## src/rtl/sudoku_unit_tracker.sv

```systemverilog
// sudoku_unit_tracker: seen-digit mask for one row/column/box unit
//   clk, rst_n  : clock, asynchronous active-low reset
//   en_i        : a cell is being examined this cycle
//   clr_i       : first cell of a unit; the mask is treated as empty
//   value_i     : cell value (0 empty, 1..N digit, >N out of range)
//   dup_o       : digit already seen in this unit
//   range_err_o : value exceeds N
module sudoku_unit_tracker #(
  parameter int N  = 9,
  parameter int DW = 4
) (
  input  logic          clk,
  input  logic          rst_n,
  input  logic          en_i,
  input  logic          clr_i,
  input  logic [DW-1:0] value_i,
  output logic          dup_o,
  output logic          range_err_o
);
  logic [N-1:0] mask_q, mask_d, base, hit;
  logic digit;
  always_comb begin
    digit = value_i != '0 && value_i <= DW'(N);
    hit = digit ? N'(1) << (value_i - DW'(1)) : '0;
    base = clr_i ? '0 : mask_q;
    dup_o = en_i && |(base & hit);
    range_err_o = en_i && value_i > DW'(N);
    mask_d = en_i ? base | hit : mask_q;
  end
  always_ff @(posedge clk or negedge rst_n)
    if (!rst_n) mask_q <= '0;
    else mask_q <= mask_d;
endmodule

```

## config.mk

```make
export PLATFORM = sky130hd
export DESIGN_NAME = sudoku_unit_tracker
export DESIGN_NICKNAME = d
export VERILOG_FILES = /design/src/rtl/sudoku_unit_tracker.sv
export SDC_FILE = /design/constraint.sdc
export NUM_CORES = 1
export LEC_CHECK = 0
export BUFFER_PORTS_ARGS = -buffer_cell sky130_fd_sc_hd__buf_2
export CAP_MARGIN = 20
export CELL_PAD_IN_SITES_DETAIL_PLACEMENT = 0
export CELL_PAD_IN_SITES_GLOBAL_PLACEMENT = 1
export CORE_AREA = 2 2 39 41
export DETAILED_ROUTE_END_ITERATION = 7
export DIE_AREA = 0 0 41 43
export PLACE_DENSITY = 0.73
export SKIP_CTS_REPAIR_TIMING = 1
export SYNTH_ARGS = -nofsm -noshare
export SYNTH_HDL_FRONTEND = slang
export SYNTH_SLANG_ARGS = --single-unit
```

## constraint.sdc

```tcl
create_clock -name clk -period 1.1 [get_ports clk]
set_input_delay 0.055 -clock clk [delete_from_list [all_inputs] [get_ports clk]]
set_output_delay 0.055 -clock clk [all_outputs]
set_load 0.01 [all_outputs]
```

==> impl_metrics.csv, run 1 <==
group,metric,value,unit
place,place_area,563,µm²
detailed_routing,vias_per_cell,5.18,
detailed_routing,ant_nets,0,
yosys,ys_ff_latch,9,
power,internal_power,557,µW
timing,setup_tns,-0.254,ns
finish,reg_top3,"mask_q (9)",
yosys,synth_top_area_frac,0.485,
detailed_routing,drt-pass1-iter-count,4,
power,pwr-share-clk,0.338,
finish,stdcell_area,599,µm²
global_route,gr-total-overflow,0,
detailed_routing,wirelength,994,µm
place,portBuffers,9,
critical_path,crit_cells,4,
clock_network,clkTransAtPathRegs,0.05,ns
timing,max_slew_margin,0.771,
power,switching_share,0.247,
timing,timing_hold_violations_final,0,
critical_path,crit_buf_inv,1,
finish,seq_area,225,µm²
timing,worst_pin_slew,0.343,ns
detailed_routing,vias,404,
detailed_routing,wire_per_inst,12.7,µm
yosys,avgSynthCellArea,10.8,µm²
power,p_comb_frac,0.165,
finish,multi_input_area,224,µm²
finish,area_growth,29.1,%
detailed_routing,drt_iter0_drc,4,
critical_path,cp_slowest_cell,"dfrtp_1",
floorplan,core-area,0.00138,mm²
timing,setup_viol,1,
critical_path,timing.rr.end,"mask_q[2]",
floorplan,pin_count,10,
critical_path,r2r_slack,0.40,ns
detailed_routing,drc_errors,0,
global_route,antenna_found_initial,0,
hold_path,holdPathEnd,"mask_q[0]",
global_route,grt_start_max_net_pins,10,
floorplan,die_y,43,µm
yosys,yosysTopAreaCell,"dfrtp_1",
status,violations,"setup timing",
floorplan,dieWidth,41,µm
place,dp_cells,73,
yosys,yosys_warnings,0,
floorplan,die-area,0.00176,mm²
hold_path,holdPathStages,3,
critical_path,crit_fanout,2,
floorplan,rows,14,
finish,fillers,142,
critical_path,worstRegToRegCells,1,
power,p_switching,183,µW
timing,drv_slew,0,
clock_network,cts_sinks,9,
timing,period_minus_slack,1.35,ns
yosys,syn_nets,51,
flow_run,max_cap_violations,0,
clock_network,cts_tree,"done",
power,power.density,1230,mW/mm²
power,power.leakage,0.292,nW
global_route,grtUsageTotal,0.147,
clock_network,cts-buffers-inserted,3,
power,irDropWorstVdd,0.568,mV
finish,drive_above_1_share,0.339,
clock_network,cts.path.max_buffers,2,
yosys,syn_area,464,µm²
finish,num_antenna_cells,0,
yosys,synth_seq_area_share,0.485,
finish,finalNonFillerCells,78,
place,hpwl,756,µm
clock_network,cts_max_level,1,
critical_path,cpLargestDelayFamily,"flip-flops",
yosys,ys_top_cells_by_area,"dfrtp_1 (49%), a32o_1 (13%), mux2i_1 (6.5%)",
power,p_seq_frac,0.496,
critical_path,path_cells,"mux2_2 -> a31oi_1 -> a311oi_1 -> buf_2",
clock_network,root_buffer,"clkbuf_4",
hold_path,hold_start,"value_i[3]",
finish,largest_register_ffs,9,
finish,mostFrequentLayoutCells,"buf_2 (9), dfrtp_1 (9), nand2_1 (6), a32o_1 (6), buf_4 (6)",
timing,finalWorstSetupSlack,-0.254,ns
critical_path,r2r_start,"mask_q[2]",
timing,rsz0062_at_grt,"true",
finish,largest_register,"mask_q",
global_route,grt_pass1_wl,1590,µm
global_route,grt_pass1_vias,381,
timing,hold_ws,0.138,ns
status,status,"finished with violations",
finish,final_nets,71,
critical_path,path_class,"reg -> out",
critical_path,cp-start-kind,"flip-flop",
clock_network,insertion_delay,0.25,ns
hold_path,hold_path.class,"in -> reg",
yosys,synth_cells,43,
timing,fmax,0.738,GHz
floorplan,initial_core_util,0.335,
critical_path,end_kind,"primary output",
critical_path,worst_path_largest_cell_delay,0.37,ns
place,gp_congestion,0.732,
yosys,synth.distinct_cells,17,
critical_path,cp.arrival,1.30,ns
power,total_power,740,µW
timing,skew,0,ns
timing,final.period_utilization,1.23,
critical_path,critPathRequiredTime,1.04,ns
[metrics by stage]
stage                util  setup WS (ns)
CTS                 0.426         -0.305
global placement    0.407        0.00199
floorplan               -         0.0391
detailed placement  0.407       -0.00935
global route        0.433         -0.369
finish              0.433         -0.254
[power groups by stage]
stage,clock network [mW],logic (mW),registers [mW]
3_5_place_dp,0,0.121,0.374
5_1_grt,0.290,0.135,0.370
3_3_place_gp,0,0.121,0.372
6_report,0.250,0.122,0.367
4_1_cts,0.267,0.121,0.367
2_1_floorplan,0,0.0671,0.369
[final cells by class]
type | instances | share of cell area
Sequential cell | 9 | 0.376
Multi-Input combinational cell | 32 | 0.374
Timing Repair Buffer | 16 | 0.167
Clock buffer | 4 | 0.0438
Tap cell | 16 | 0.0334
Inverter | 1 | 0.00626
[worst max path at each step]
stage / from / to / slack (ns)
after floorplan: mask_q[5] / dup_o / 0.04
after global placement: mask_q[1] / dup_o / 0.002
after detailed placement: mask_q[1] / dup_o / -0.009
after CTS: mask_q[1] / dup_o / -0.30
after global routing: mask_q[1] / dup_o / -0.37
final: mask_q[8] / dup_o / -0.25
[layer usage]
metal	vias up	routed length (µm)	global-route usage
met5	-	0	0
met3	5	67	0.0942
met2	9	469	0.206
li1	200	-	-
met4	0	27	0.100
met1	190	429	0.152
[kinds of logic (layout without fill, tap and decap cells)]
| logic type | count (synthesis) | in the layout | synth area share |
|---|---|---|---|
| compound gates | 11 | 11 | 0.210 |
| buf+inv | 2 | 21 | 0.0323 |
| flops | 9 | 9 | 0.485 |
| mux | 5 | 5 | 0.113 |
| simple gates | 16 | 16 | 0.159 |
[synthesized netlist by cell type]
cell type	number
or2b_1	1
nor3_1	1
nand2_1	6
inv_1	1
dfrtp_1	9
mux2_2	2
buf_6	1
nand3_1	1
o21ai_0	1
and2b_2	1
a31oi_1	1
nor2_1	5
a32o_1	6
and2_1	1
mux2i_1	3
a311oi_1	1
a22o_1	2
[worst min-delay path: cells and delay by family]
family / cells / cell delay (ns)
buffers and inverters: 2 / 0.21
AO/OA/AOI/OAI: 1 / 0.08
Note: power is estimated with default switching activity, not from simulation.
==> run 2, diff against run 1 <==
--- a/config.mk
+++ b/config.mk
@@ -5,14 +5,14 @@
 export SDC_FILE = /design/constraint.sdc
 export NUM_CORES = 1
 export LEC_CHECK = 0
+export ABC_AREA = 1
 export BUFFER_PORTS_ARGS = -buffer_cell sky130_fd_sc_hd__buf_2
-export CAP_MARGIN = 20
+export CAP_MARGIN = 10
 export CELL_PAD_IN_SITES_DETAIL_PLACEMENT = 0
 export CELL_PAD_IN_SITES_GLOBAL_PLACEMENT = 1
-export CORE_AREA = 2 2 39 41
+export CORE_UTILIZATION = 32
 export DETAILED_ROUTE_END_ITERATION = 7
-export DIE_AREA = 0 0 41 43
-export PLACE_DENSITY = 0.73
+export PLACE_DENSITY = 0.75
 export SKIP_CTS_REPAIR_TIMING = 1
 export SYNTH_ARGS = -nofsm -noshare
 export SYNTH_HDL_FRONTEND = slang
==> constraint.sdc (replaced) <==
create_clock -name clk -period 1.22 [get_ports clk]
set_input_delay 0.061 -clock clk [delete_from_list [all_inputs] [get_ports clk]]
set_output_delay 0.061 -clock clk [all_outputs]
set_load 0.01 [all_outputs]
==> impl_metrics.csv, run 2 <==
group,metric,value,unit
status,status,"finished with violations",
status,violations,"setup timing",
finish,reg_top3,"mask_q (9)",
finish,final_nets,110,
clock_network,cts_sinks,9,
timing,final.period_utilization,1.06,
critical_path,cp_slowest_cell,"dfrtp_1",
timing,drv_slew,0,
yosys,avgSynthCellArea,6.62,µm²
place,portBuffers,9,
power,power.leakage,0.352,nW
yosys,yosys_warnings,0,
yosys,synth.distinct_cells,15,
power,total_power,715,µW
critical_path,crit_fanout,2,
yosys,synth_top_area_frac,0.391,
finish,stdcell_area,708,µm²
critical_path,cp-start-kind,"flip-flop",
place,gp_congestion,0.853,
timing,rsz0062_at_grt,"true",
yosys,async_flop_share,1.00,
floorplan,pin_count,10,
detailed_routing,wire_per_inst,9.82,µm
global_route,grtUsageTotal,0.163,
finish,fillers,174,
yosys,syn_area,576,µm²
floorplan,die-area,0.00197,mm²
finish,fin_util,0.444,
critical_path,path_cells,"inv_2 -> nor2_2 -> nand3_1 -> nand3_1 -> nor2_2 -> a21oi_2 -> buf_2",
yosys,synth-edff-count,0,
timing,hold_ws,0.152,ns
clock_network,clkTransAtPathRegs,0.06,ns
detailed_routing,vias,572,
finish,num_antenna_cells,0,
timing,timing_hold_violations_final,0,
floorplan,core-area,0.00159,mm²
critical_path,critPathRequiredTime,1.16,ns
clock_network,cts.path.max_buffers,2,
clock_network,insertion_delay,0.26,ns
floorplan,dieWidth,44.4,µm
clock_network,cts_max_level,1,
detailed_routing,drt-pass1-iter-count,4,
timing,worst_pin_slew,0.272,ns
clock_network,cts_tree,"done",
place,hpwl,963,µm
critical_path,cpLargestDelayFamily,"simple AND/OR/NAND/NOR gates",
detailed_routing,drc_errors,0,
critical_path,crit_buf_inv,2,
clock_network,root_buffer,"clkbuf_4",
yosys,ys_ff_latch,9,
floorplan,die_y,44.4,µm
critical_path,cp.arrival,1.23,ns
place,place_ws,0.191,ns
floorplan,rows,14,
detailed_routing,ant_nets,0,
timing,fmax,0.774,GHz
place,dp_cells,119,
finish,largest_register_ffs,9,
finish,area_growth,23.0,%
power,power.density,1010,mW/mm²
finish,drive_above_1_share,0.297,
timing,max_slew_margin,0.819,
global_route,antenna_found_initial,0,
detailed_routing,vias_per_cell,4.58,
yosys,syn_nets,95,
timing,finalWorstSetupSlack,-0.0725,ns
finish,final_common_cell,"nand2_1",
critical_path,path_class,"reg -> out",
finish,largest_register,"mask_q",
detailed_routing,drt_iter0_drc,15,
flow_run,max_cap_violations,0,
finish,mostFrequentLayoutCells,"nand2_1 (14), inv_1 (13), o21ai_1 (11), nor2_1 (10), nor2_2 (10)",
yosys,yosysMostFrequentCell,"nor2_1",
power,irDropWorstVdd,0.674,mV
global_route,grt_pass1_wl,2210,µm
global_route,grt_pass1_vias,520,
global_route,gr-total-overflow,0,
yosys,synth_commonest_cells,"nor2_1 (16), inv_1 (14), nand2_1 (14)",
critical_path,worst_path_largest_cell_delay,0.34,ns
timing,setup_viol,1,
critical_path,end_kind,"primary output",
global_route,grt_start_max_net_pins,13,
yosys,yosysTopAreaCell,"dfrtp_1",
clock_network,cts-buffers-inserted,3,
timing,skew,0,ns
timing,period_minus_slack,1.29,ns
yosys,synth_seq_area_share,0.391,
yosys,synth_cells,87,
detailed_routing,wirelength,1230,µm
yosys,ys_top_cells_by_area,"dfrtp_1 (39%), nor2_1 (10%), o21ai_1 (9.6%)",
finish,finalNonFillerCells,125,
floorplan,initial_core_util,0.361,
place,place_area,649,µm²
yosys,synth_ff_type,"dfrtp_1",
hold_path,hold_path.class,"in -> reg",
timing,setup_tns,-0.0725,ns
==> run 2: cell count changes after synthesis, sizes merged, moves of 2 or more <==
cell    delta
a22o       -2
o21ai     +11
inv       +16
nand2      +9
nor2      +15
mux2i      -3
a32o       -6
nand3      +3
a211oi     +4
a21oi      +4
mux2       -2
==> run 2: kinds of logic (layout without fill, tap and decap cells) <==
kind of cell           count (synthesis)  count (layout)  synth area share
AO/OA/AOI/OAI                         20              20             0.198
buffers and inverters                 19              33             0.126
AND/OR/NAND/NOR                       39              39             0.285
flip-flops                             9               9             0.391
==> run 2: final timing paths <==
| check | endpoint | slack, ns | depth (start not counted) | startpoint |
|---|---|---|---|---|
| worst max-delay path | dup_o | -0.07 | 7 | mask_q[5] |
| worst min-delay path | mask_q[0] | 0.15 | 3 | en_i |
| worst max register to register | mask_q[5] | 0.28 | 5 | mask_q[5] |
| worst min register to register | mask_q[0] | 0.52 | 2 | mask_q[0] |
| max in group asynchronous | mask_q[5] | 0.86 | 2 | rst_n |
| min in group asynchronous | mask_q[8] | 0.17 | 2 | rst_n |
==> run 2: cell type report <==
type                       instances  area, µm²  area share
timing repair buffer              12       70.1      0.0989
clock buffer                       4       26.3      0.0371
multi-input combinational         59        293       0.413
tap                               24       30.0      0.0424
sequential                         9        225       0.318
inverter                          17       63.8      0.0901
==> run 2: routing by layer <==
| layer | wire (µm) | GRT usage | up-vias |
|---|---|---|---|
| li1 | - | - | 302 |
| met1 | 657 | 0.235 | 249 |
| met2 | 463 | 0.212 | 16 |
| met3 | 64 | 0.0286 | 5 |
| met4 | 41 | 0.127 | 0 |
| met5 | 0 | 0 | - |
==> run 2: power by group <==
part | internal [mW] | switching [mW]
Clock | 0.126 | 0.109
Combinational | 0.0522 | 0.0923
Sequential | 0.326 | 0.00818
Total | 0.505 | 0.210
==> run 2: worst reg2reg max path: cells and delay by family, from the launching register on <==
family | cells | cell delay (ns)
AO/OA/AOI/OAI | 2 | 0.22
flip-flops | 1 | 0.37
buffers and inverters | 2 | 0.19
AND/OR/NAND/NOR | 1 | 0.04
==> run 3, diff against run 2 <==
--- a/config.mk
+++ b/config.mk
@@ -5,14 +5,13 @@
 export SDC_FILE = /design/constraint.sdc
 export NUM_CORES = 1
 export LEC_CHECK = 0
-export ABC_AREA = 1
 export BUFFER_PORTS_ARGS = -buffer_cell sky130_fd_sc_hd__buf_2
 export CAP_MARGIN = 10
 export CELL_PAD_IN_SITES_DETAIL_PLACEMENT = 0
 export CELL_PAD_IN_SITES_GLOBAL_PLACEMENT = 1
-export CORE_UTILIZATION = 32
+export CORE_UTILIZATION = 34
 export DETAILED_ROUTE_END_ITERATION = 7
-export PLACE_DENSITY = 0.75
+export PLACE_DENSITY = 0.74
 export SKIP_CTS_REPAIR_TIMING = 1
 export SYNTH_ARGS = -nofsm -noshare
 export SYNTH_HDL_FRONTEND = slang
==> impl_metrics.csv, run 3 (synthesis gave the netlist of run 1 again) <==
group,metric,value,unit
finish,reg_top3,"mask_q (9)",
power,p_seq_frac,0.505,
place,place_area,531,µm²
floorplan,die-area,0.00152,mm²
clock_network,insertion_delay,0.25,ns
floorplan,initial_core_util,0.391,
timing,worst_pin_slew,0.331,ns
place,hpwl,700,µm
power,p_switching,160,µW
critical_path,worst_path_largest_cell_delay,0.37,ns
detailed_routing,drt_iter0_drc,15,
critical_path,crit_fanout,2,
global_route,grt_start_max_net_pins,11,
place,portBuffers,9,
critical_path,crit_buf_inv,1,
floorplan,core-area,0.00119,mm²
finish,final_nets,67,
finish,fillers,109,
critical_path,path_class,"reg -> out",
critical_path,cp_slowest_cell,"dfrtp_1",
detailed_routing,vias_per_cell,5.64,
status,violations,"setup timing",
critical_path,cpLargestDelayFamily,"flip-flops",
floorplan,rows,12,
finish,drive_above_1_share,0.293,
timing,max_slew_margin,0.779,
clock_network,cts_max_level,1,
floorplan,die_y,39.0,µm
critical_path,cp.arrival,1.31,ns
power,p_comb_frac,0.153,
finish,stdcell_area,567,µm²
detailed_routing,ant_nets,0,
timing,setup_tns,-0.149,ns
timing,final.period_utilization,1.12,
timing,skew,0,ns
timing,period_minus_slack,1.37,ns
detailed_routing,wirelength,924,µm
clock_network,clkTransAtPathRegs,0.06,ns
global_route,antenna_found_initial,0,
detailed_routing,vias,406,
critical_path,cp-start-kind,"flip-flop",
timing,setup_viol,1,
power,power.density,1150,mW/mm²
power,pwr-share-clk,0.342,
critical_path,end_kind,"primary output",
timing,rsz0062_at_grt,"true",
detailed_routing,drt-pass1-iter-count,4,
clock_network,cts_sinks,9,
global_route,grt_pass1_wl,1520,µm
power,switching_share,0.245,
critical_path,startpoint,"mask_q[8]",
finish,area_growth,22.1,%
finish,largest_register,"mask_q",
power,power.leakage,0.272,nW
clock_network,cts-buffers-inserted,3,
flow_run,max_cap_violations,0,
global_route,grtUsageTotal,0.155,
timing,drv_slew,0,
timing,timing_hold_violations_final,0,
place,gp_congestion,0.710,
finish,num_antenna_cells,0,
timing,fmax,0.730,GHz
hold_path,hold_start,"value_i[3]",
global_route,gr-total-overflow,0,
critical_path,critPathRequiredTime,1.16,ns
detailed_routing,wire_per_inst,12.8,µm
status,status,"finished with violations",
clock_network,cts_tree,"done",
finish,largest_register_ffs,9,
critical_path,r2r_start,"mask_q[1]",
finish,mostFrequentLayoutCells,"buf_2 (9), dfrtp_1 (9), nand2_1 (6), a32o_1 (6), nor2_1 (5)",
global_route,grt_pass1_vias,348,
clock_network,root_buffer,"clkbuf_4",
power,irDropWorstVdd,0.460,mV
detailed_routing,drc_errors,0,
timing,finalWorstSetupSlack,-0.149,ns
floorplan,pin_count,10,
floorplan,dieWidth,39.0,µm
hold_path,hold_path.class,"in -> reg",
critical_path,path_cells,"mux2_2 -> a31oi_1 -> a311oi_1 -> buf_2",
power,internal_power,494,µW
clock_network,cts.path.max_buffers,2,
## run 3: cell types whose count changed in the layout (fill, tap and decap cells not counted), sizes merged, moves of 2 or more
| cell | previous run | this run |
|---|---|---|
| inv | 17 | 1 |
| nor2 | 20 | 5 |
| o21ai | 12 | 1 |
| nand2 | 15 | 6 |
| a32o | 0 | 6 |
| a211oi | 4 | 0 |
| a21oi | 4 | 0 |
| mux2i | 0 | 3 |
| nand3 | 4 | 1 |
| a22o | 0 | 2 |
| mux2 | 0 | 2 |
## run 3: layer usage
layer,routed length (µm),track usage,part of all wire,up-vias
li1,-,-,-,195
met1,441,0.219,0.48,182
met2,375,0.217,0.41,27
met3,94,0.0347,0.10,2
met4,12,0.0776,0.013,0
met5,0,0,0,-
## run 3: area by class of cell
type | instances | area [µm²] | share of cell area
inverter | 1 | 3.75 | 0.00662
timing repair buffer | 12 | 70.1 | 0.124
multi-input combinational | 32 | 224 | 0.395
tap | 14 | 17.5 | 0.0309
clock buffer | 4 | 26.3 | 0.0464
sequential | 9 | 225 | 0.397
## run 3: power groups by stage
stage          combinational, mW  sequential [mW]  clock (mW)
3_3_place_gp              0.0993            0.335           0
2_1_floorplan             0.0605            0.333           0
4_1_cts                   0.0993            0.330       0.233
5_1_grt                    0.114            0.332       0.256
3_5_place_dp              0.0988            0.336           0
6_report                   0.100            0.330       0.223
## run 3: worst paths after layout
path                       cells after the start  slack (ns)   endpoint
hold / removal                                 3        0.15  mask_q[0]
hold reg to reg                                1        0.49  mask_q[7]
min in group asynchronous                      2        0.18  mask_q[6]
max in group asynchronous                      2        0.87  mask_q[4]
setup / recovery                               4       -0.15      dup_o
setup reg to reg                               1        0.52  mask_q[1]
## run 3: through the flow
step	cells	power [mW]	utilization	hold slack (ns)	worst slack (ns)
2_1_floorplan	43	0.394	-	-0.235	0.153
3_3_place_gp	67	0.435	0.447	-0.0734	0.116
3_5_place_dp	67	0.434	0.447	-0.0747	0.108
4_1_cts	71	0.663	0.469	-0.353	-0.181
5_1_grt	72	0.703	0.478	0.164	-0.308
6_report	72	0.654	0.478	0.153	-0.149
